<file path="config.mk">
export PLATFORM = sky130hd
export DESIGN_NAME = fetch_queue
export DESIGN_NICKNAME = d
export VERILOG_FILES = /design/src/rtl/fetch_queue.sv
export SDC_FILE = /design/constraint.sdc
export NUM_CORES = 1
export LEC_CHECK = 0
export BUFFER_PORTS_ARGS = -buffer_cell sky130_fd_sc_hd__buf_4
export CAP_MARGIN = 10
export CORE_MARGIN = 1
export CORE_UTILIZATION = 52
export CTS_CLUSTER_DIAMETER = 100
export DETAILED_ROUTE_END_ITERATION = 7
export GPL_TIMING_DRIVEN = 1
export MAX_ROUTING_LAYER = met4
export PLACE_DENSITY = 0.76
export SLEW_MARGIN = 5
export SYNTH_ARGS = -nofsm -noshare
export SYNTH_HDL_FRONTEND = slang
export SYNTH_SLANG_ARGS = --single-unit
</file>
<file path="constraint.sdc">
create_clock -name i_clk -period 3.5 [get_ports i_clk]
set_input_delay 0.875 -clock i_clk [delete_from_list [all_inputs] [get_ports i_clk]]
set_output_delay 0.875 -clock i_clk [all_outputs]
set_load 0.01 [all_outputs]
</file>
<file path="src/rtl/fetch_queue.sv">
`default_nettype none
// ============================================================================
// Module   : fetch_queue (plus fetch_queue_pkg)
// Brief    : Circular FIFO of fetch bundles between fetch/align and decode.
//            Each entry holds a PC base and FETCH_WIDTH aligned lanes. The
//            head entry is driven combinationally onto the decode inputs.
//            The queue honours decode stall and pipeline flush.
// Ports    : i_clk, i_rst (async, active-high)
//            i_enq_valid, i_enq_pc_base, i_enq_instrs -> o_enq_ready
//            o_pc_base, o_instrs (head bundle), i_stall, i_flush
//            o_count (occupancy)
// Revision : 1.0 - initial release
// ============================================================================

package fetch_queue_pkg;
    typedef struct packed {
        logic        valid;
        logic [2:0]  pc_offset;
        logic [31:0] instr;
    } aligned_instr_t;
endpackage

module fetch_queue
    import fetch_queue_pkg::*;
#(
    parameter int DEPTH       = 4,
    parameter int FETCH_WIDTH = 2,
    parameter int VADDR_WIDTH = 32
) (
    input  logic                                i_clk,
    input  logic                                i_rst,
    input  logic                                i_enq_valid,
    input  logic [VADDR_WIDTH-1:0]              i_enq_pc_base,
    input  aligned_instr_t [FETCH_WIDTH-1:0]    i_enq_instrs,
    output logic                                o_enq_ready,
    output logic [VADDR_WIDTH-1:0]              o_pc_base,
    output aligned_instr_t [FETCH_WIDTH-1:0]    o_instrs,
    input  logic                                i_stall,
    input  logic                                i_flush,
    output logic [$clog2(DEPTH):0]              o_count
);

    localparam int c_ptr_w = $clog2(DEPTH);
    localparam int c_cnt_w = c_ptr_w + 1;
    // PC base low bits are not meaningful for a bundle; they are stored as 0.
    localparam logic [VADDR_WIDTH-1:0] c_pc_mask = ~VADDR_WIDTH'(7);

    logic [VADDR_WIDTH-1:0]           r_pc_mem [DEPTH];
    aligned_instr_t [FETCH_WIDTH-1:0] r_lane_mem [DEPTH];
    logic [c_ptr_w-1:0]               r_head_ptr;
    logic [c_ptr_w-1:0]               r_tail_ptr;
    logic [c_cnt_w-1:0]               r_count;

    logic w_empty;
    logic w_any_valid;
    logic w_enq_fire;
    logic w_deq_fire;

    always_comb begin
        w_any_valid = 1'b0;
        for (int i = 0; i < FETCH_WIDTH; i++) begin
            w_any_valid = w_any_valid | i_enq_instrs[i].valid;
        end
    end

    // Ready looks only at registered occupancy: a full queue refuses an
    // enqueue even while the head is leaving in the same cycle.
    assign o_enq_ready = (r_count != c_cnt_w'(DEPTH));
    assign w_empty     = (r_count == '0);
    assign w_enq_fire  = i_enq_valid & o_enq_ready & ~i_flush & w_any_valid;
    assign w_deq_fire  = ~w_empty & ~i_stall & ~i_flush;
    assign o_count     = r_count;

    always_comb begin
        o_pc_base = '0;
        o_instrs  = '0;
        if (!w_empty && !i_flush) begin
            o_pc_base = r_pc_mem[r_head_ptr];
            o_instrs  = r_lane_mem[r_head_ptr];
        end
    end

    // Storage carries no reset; its contents are only observed when counted.
    always_ff @(posedge i_clk) begin
        if (w_enq_fire) begin
            r_pc_mem[r_tail_ptr]   <= i_enq_pc_base & c_pc_mask;
            r_lane_mem[r_tail_ptr] <= i_enq_instrs;
        end
    end

    always_ff @(posedge i_clk or posedge i_rst) begin
        if (i_rst) begin
            r_head_ptr <= '0;
            r_tail_ptr <= '0;
            r_count    <= '0;
        end else if (i_flush) begin
            r_head_ptr <= '0;
            r_tail_ptr <= '0;
            r_count    <= '0;
        end else begin
            if (w_enq_fire) begin
                r_tail_ptr <= r_tail_ptr + 1'b1;
            end
            if (w_deq_fire) begin
                r_head_ptr <= r_head_ptr + 1'b1;
            end
            r_count <= r_count + c_cnt_w'(w_enq_fire) - c_cnt_w'(w_deq_fire);
        end
    end

`ifndef SYNTHESIS
    // Decode assumes valid lanes are packed from lane 0 upward.
    always @(posedge i_clk) begin
        if (!i_rst && w_enq_fire) begin
            for (int i = 1; i < FETCH_WIDTH; i++) begin
                if (i_enq_instrs[i].valid && !i_enq_instrs[i-1].valid) begin
                    $error("fetch_queue: non-contiguous lane valid bits at lane %0d", i);
                end
            end
        end
    end
`endif

endmodule
`default_nettype wire

</file>
# --- Word-level counts from Yosys, hierarchy flattened ---
# Memories as Yosys holds them, arrays and structs flattened.
# Index checks and enable logic that the tools add are counted.
totals:
  ff_bits: 7
  mem_bits_rw: 404
  in_bits: 109
  out_inout_bits: 108
  elab_cells: 34
  mem_count: 2
classes:
  addsub: 4
  eq_ne: 1
  mux: 9
  bitwise_logic: 9
  reduce_logical: 6
mem_list:
  columns: ["name", "depth", "width", "rd", "rd_clocked_by_memory_dff", "write_ports", "line", "source"]
  rows:
  - ["r_lane_mem", 4, 72, 1, 0, 1, "49", "aligned_instr_t [FETCH_WIDTH-1:0] r_lane_mem [DEPTH];"]
  - ["r_pc_mem", 4, 29, 1, 0, 1, "48", "logic [VADDR_WIDTH-1:0] r_pc_mem [DEPTH];"]
ops:
  columns: ["op", "n"]
  rows:
  - ["2-to-1 mux 72 bit", 1]
  - ["2-to-1 mux 32 bit", 1]
  - ["2-to-1 mux 2 bit", 4]
  - ["AND 1 bit", 5]
  - ["adder 2 x 1 -> 2 bit (second input constant)", 2]
  - ["nonzero test 2 bit", 2]
  - ["adder 3 x 1 -> 3 bit", 1]
  - ["zero test 3 bit", 1]
  - ["2-to-1 mux 3 bit", 1]
  - ["!= test 3 bit (second input constant)", 1]
  - ["inverter 1 bit", 3]
  - ["subtractor 3 x 1 -> 3 bit", 1]
  - ["zero test 1 bit", 2]
  - ["2-to-1 mux 1 bit", 2]
  - ["logical AND 1 bit", 1]
  - ["bitwise OR 1 bit", 1]

# --- Depth between registers and ports, before layout ---
logic_depth:
  depth_word: 7
  depth_mapped: 11
  depth_no_buf: 10

# --- Worst setup path after synthesis ---
# Ideal clock, no wire load.
synth_path:
  kind: "input to register"
  from: "input i_flush"
  to: "memory r_lane_mem[0][0] in the netlist's numbering (enable)"
  setup_time_ps: 471
  arrival_ps: 3755
  t_required_ps: 3029
  setup_slack_ps: -727
  cell_stages: 3
  path_buffers: 1
  cell_sequence: "clkbuf_1 and4bb_4 and2_1"
synth_via:
  elab_chain_cells: 5
synth_lines:
  columns: ["element", "line", "source"]
  rows:
  - ["start: declaration", "39", "input logic i_flush,"]
  - ["inverter 1 bit", "70", "assign w_enq_fire = i_enq_valid & o_enq_ready & ~i_flush & w_any_valid;"]
  - ["AND 1 bit (2 in a row)", "70", null]
  - ["2-to-1 mux 1 bit", "85", "if (w_enq_fire) begin"]
  - ["2-to-1 mux 1 bit (implied by the code)", "87", "r_lane_mem[r_tail_ptr] <= i_enq_instrs;"]
  - ["end: declaration", "49", null]
# Every way passes these cells.

==> results_dict.tcl <==
set metrics [dict create \
    synth_xor_area_frac 0.00111 \
    grt_use_total 0.201 \
    finalWeightedCongestion 0.726 \
    final_common_cell "edfxtp_1" \
    synth_area_mm2 0.0157 \
    clk_pin_slew_ps 60 \
    fmax_mhz 304 \
    synth_fa_ha_area_frac 0.00604 \
    htree_levels 2 \
    overflow 0 \
    synth_edf_count 404 \
    regToRegSetupSlack_ps 860 \
    worst-slew-pin-transition_ps 548 \
    synth_area_per_cell_um2 22.8 \
    maxCapViolations 0 \
    synthFlopType "edfxtp_1" \
    hold_buffers 0 \
    grt_pass1_vias 7819 \
    synth_cell_types 28 \
    grt_pass1_wl_mm 45.0 \
    rr_startpoint "o_count[1]" \
    finalCritPeriodShare 0.940 \
    synth_top_family_by_area "multiplexers" \
    initial_core_util 0.530 \
    status "complete, no violations" \
    hp-class "in2async" \
    rsz0062_at_grt "false" \
    stdcell_count 1356 \
    skew_ps 8.71 \
    first_iter_violations 526 \
    critPathKind "reg2out" \
    yosys.area_share.simple 0.0472 \
    die-area_mm2 0.0310 \
    wire_per_inst_um 21.9 \
    detail-route-antenna-nets 0 \
    setup_violations 0 \
    avgViaCountPerCell 5.44 \
    synthArstFlopShare 0.0170 \
    syn_to_final_growth_pct 23.5 \
    power.total_mw 12.7 \
    dp_hpwl_mm 18.0 \
    dp.cells 1277 \
    critPathMaxFanout 26 \
    critPathRequiredTime_ps 2620 \
    fp.dieH_um 176 \
    peakVddDrop_mv 0.414 \
    clk_path_buf_depth 3 \
    synthCells 691 \
    powerDensity_mw_per_mm2 651 \
    num-nets-final 1048 \
    relSlewSlack 0.635 \
    crit_path_start_kind "flop" \
    leakagePower_nw 6.56 \
    reg2regPathDepth 11 \
    drt-total-wl_mm 29.7 \
    first_pass_iters 5 \
    drive_above_1_share 0.424 \
    tns_ps 0 \
    cts-root-buf "clkbuf_16" \
    grt_max_degree 73 \
    cts_tree "yes" \
    vias 7382 \
    final_cell_mix "404 x edfxtp_1, 216 x buf_4, 102 x nor2b_1, 101 x mux4_2, 43 x clkbuf_16" \
    arrival_ps 2420 \
    cts-buffers-inserted 42 \
    coreArea_mm2 0.0297 \
    synthMuxAreaShare 0.146 \
    synth-compound-area-share 0.00127 \
    route.detailed.drc 0 \
    ios 217 \
    cts_num_sinks 411 \
    seq_area_frac_synth 0.781 \
    utilization 0.654 \
    endpoint_kind "output port" \
    worstSkewPairLatency_ps 520 \
    synth-seq-cells 411 \
    synth-warning-count 0 \
    r2r-end "o_count[2]" \
    slew_violations 0 \
    numPortBuffers 210 \
    antenna_found_initial 1 \
    min_period_ps 3290 \
    final-hold-violation-count 0 \
    row_count 63 \
    die_w_um 176 \
]
## per-stage QoR
stage | hold WS, ps | area [um^2] | setup WS, ps
final | 290 | 19400 | 209
after global routing | 295 | 19400 | 79.2
after CTS | 280 | 19400 | 141
after detailed placement | 547 | 18000 | 559
after global placement | 535 | 18000 | 586
after floorplan | 504 | 15800 | 393
## flip-flops by register name, indices dropped and copies added, names as in the netlist
signal / flops
r_pc_mem: 116
r_lane_mem: 288
o_count: 3
r_tail_ptr: 2
r_head_ptr: 2
## cell families (layout without fill, tap and decap cells)
logic type	after synthesis	after routing
fa+ha+maj	7	7
mux	103	103
flops	411	411
other cells	1	4
simple gates	119	119
buf+inv	44	316
compound gates	4	4
xor+xnor	2	2
## worst max-delay path by stage
stage,startpoint,endpoint,slack [ps]
4_1_cts,r_head_ptr[0],o_instrs[44],140
3_5_place_dp,r_head_ptr[0],o_instrs[44],560
2_1_floorplan,i_flush,r_lane_mem[0][0],390
5_1_grt,r_head_ptr[0],o_instrs[44],80
3_3_place_gp,r_head_ptr[0],o_instrs[34],590
6_report,r_head_ptr[0],o_instrs[44],210
## power breakdown
group          total (mW)  internal, mW  switching [mW]
combinational        2.28          1.23            1.05
clock                4.64          2.85            1.79
sequential           5.74          5.63           0.108
total                12.7          9.71            2.94
## cell usage after synthesis, types with 3 or more instances
cell | n | area, um^2
buf_6 | 7 | 78.8
mux4_2 | 101 | 2270
nor2_1 | 5 | 18.8
buf_4 | 7 | 52.6
ha_1 | 6 | 75.1
edfxtp_1 | 404 | 12100
and2_1 | 4 | 25.0
buf_1 | 3 | 11.3
inv_1 | 5 | 18.8
nor2b_1 | 102 | 638
clkbuf_1 | 3 | 11.3
buf_2 | 18 | 90.1
dfrtp_1 | 7 | 175
## area by class of cell
| class | instances | area [um^2] |
|---|---|---|
| diodes | 1 | 2.50 |
| clock buffers | 49 | 1100 |
| clock inverters | 28 | 355 |
| fillers | 1933 | 10300 |
| inverters | 6 | 22.5 |
| multi-input cells | 238 | 3200 |
| flip-flops and latches | 411 | 12300 |
| well taps | 390 | 488 |
| repair buffers | 233 | 1970 |
## what timing repair did
| item | in CTS | in global routing |
|---|---|---|
| setup endpoints to repair | 1 | 0 |
| gates resized for setup | 0 | 0 |
| setup buffers | 1 | 0 |
## per-layer routing
layer	track usage	part of all wire	routed length (um)	up-vias
met5	-	0	0	-
met4	0.0496	0.013	392	0
met3	0.0424	0.061	1800	39
met2	0.338	0.53	15600	207
met1	0.252	0.40	11900	3846
li1	-	-	-	3290
## critical path: stages, from the launching register on
cell and delay (ps):
dfrtp_4 710, buf_12 300, mux4_2 550, nor2b_1 170, buf_4 160
No activity file was read; power rests on OpenSTA's default activity.
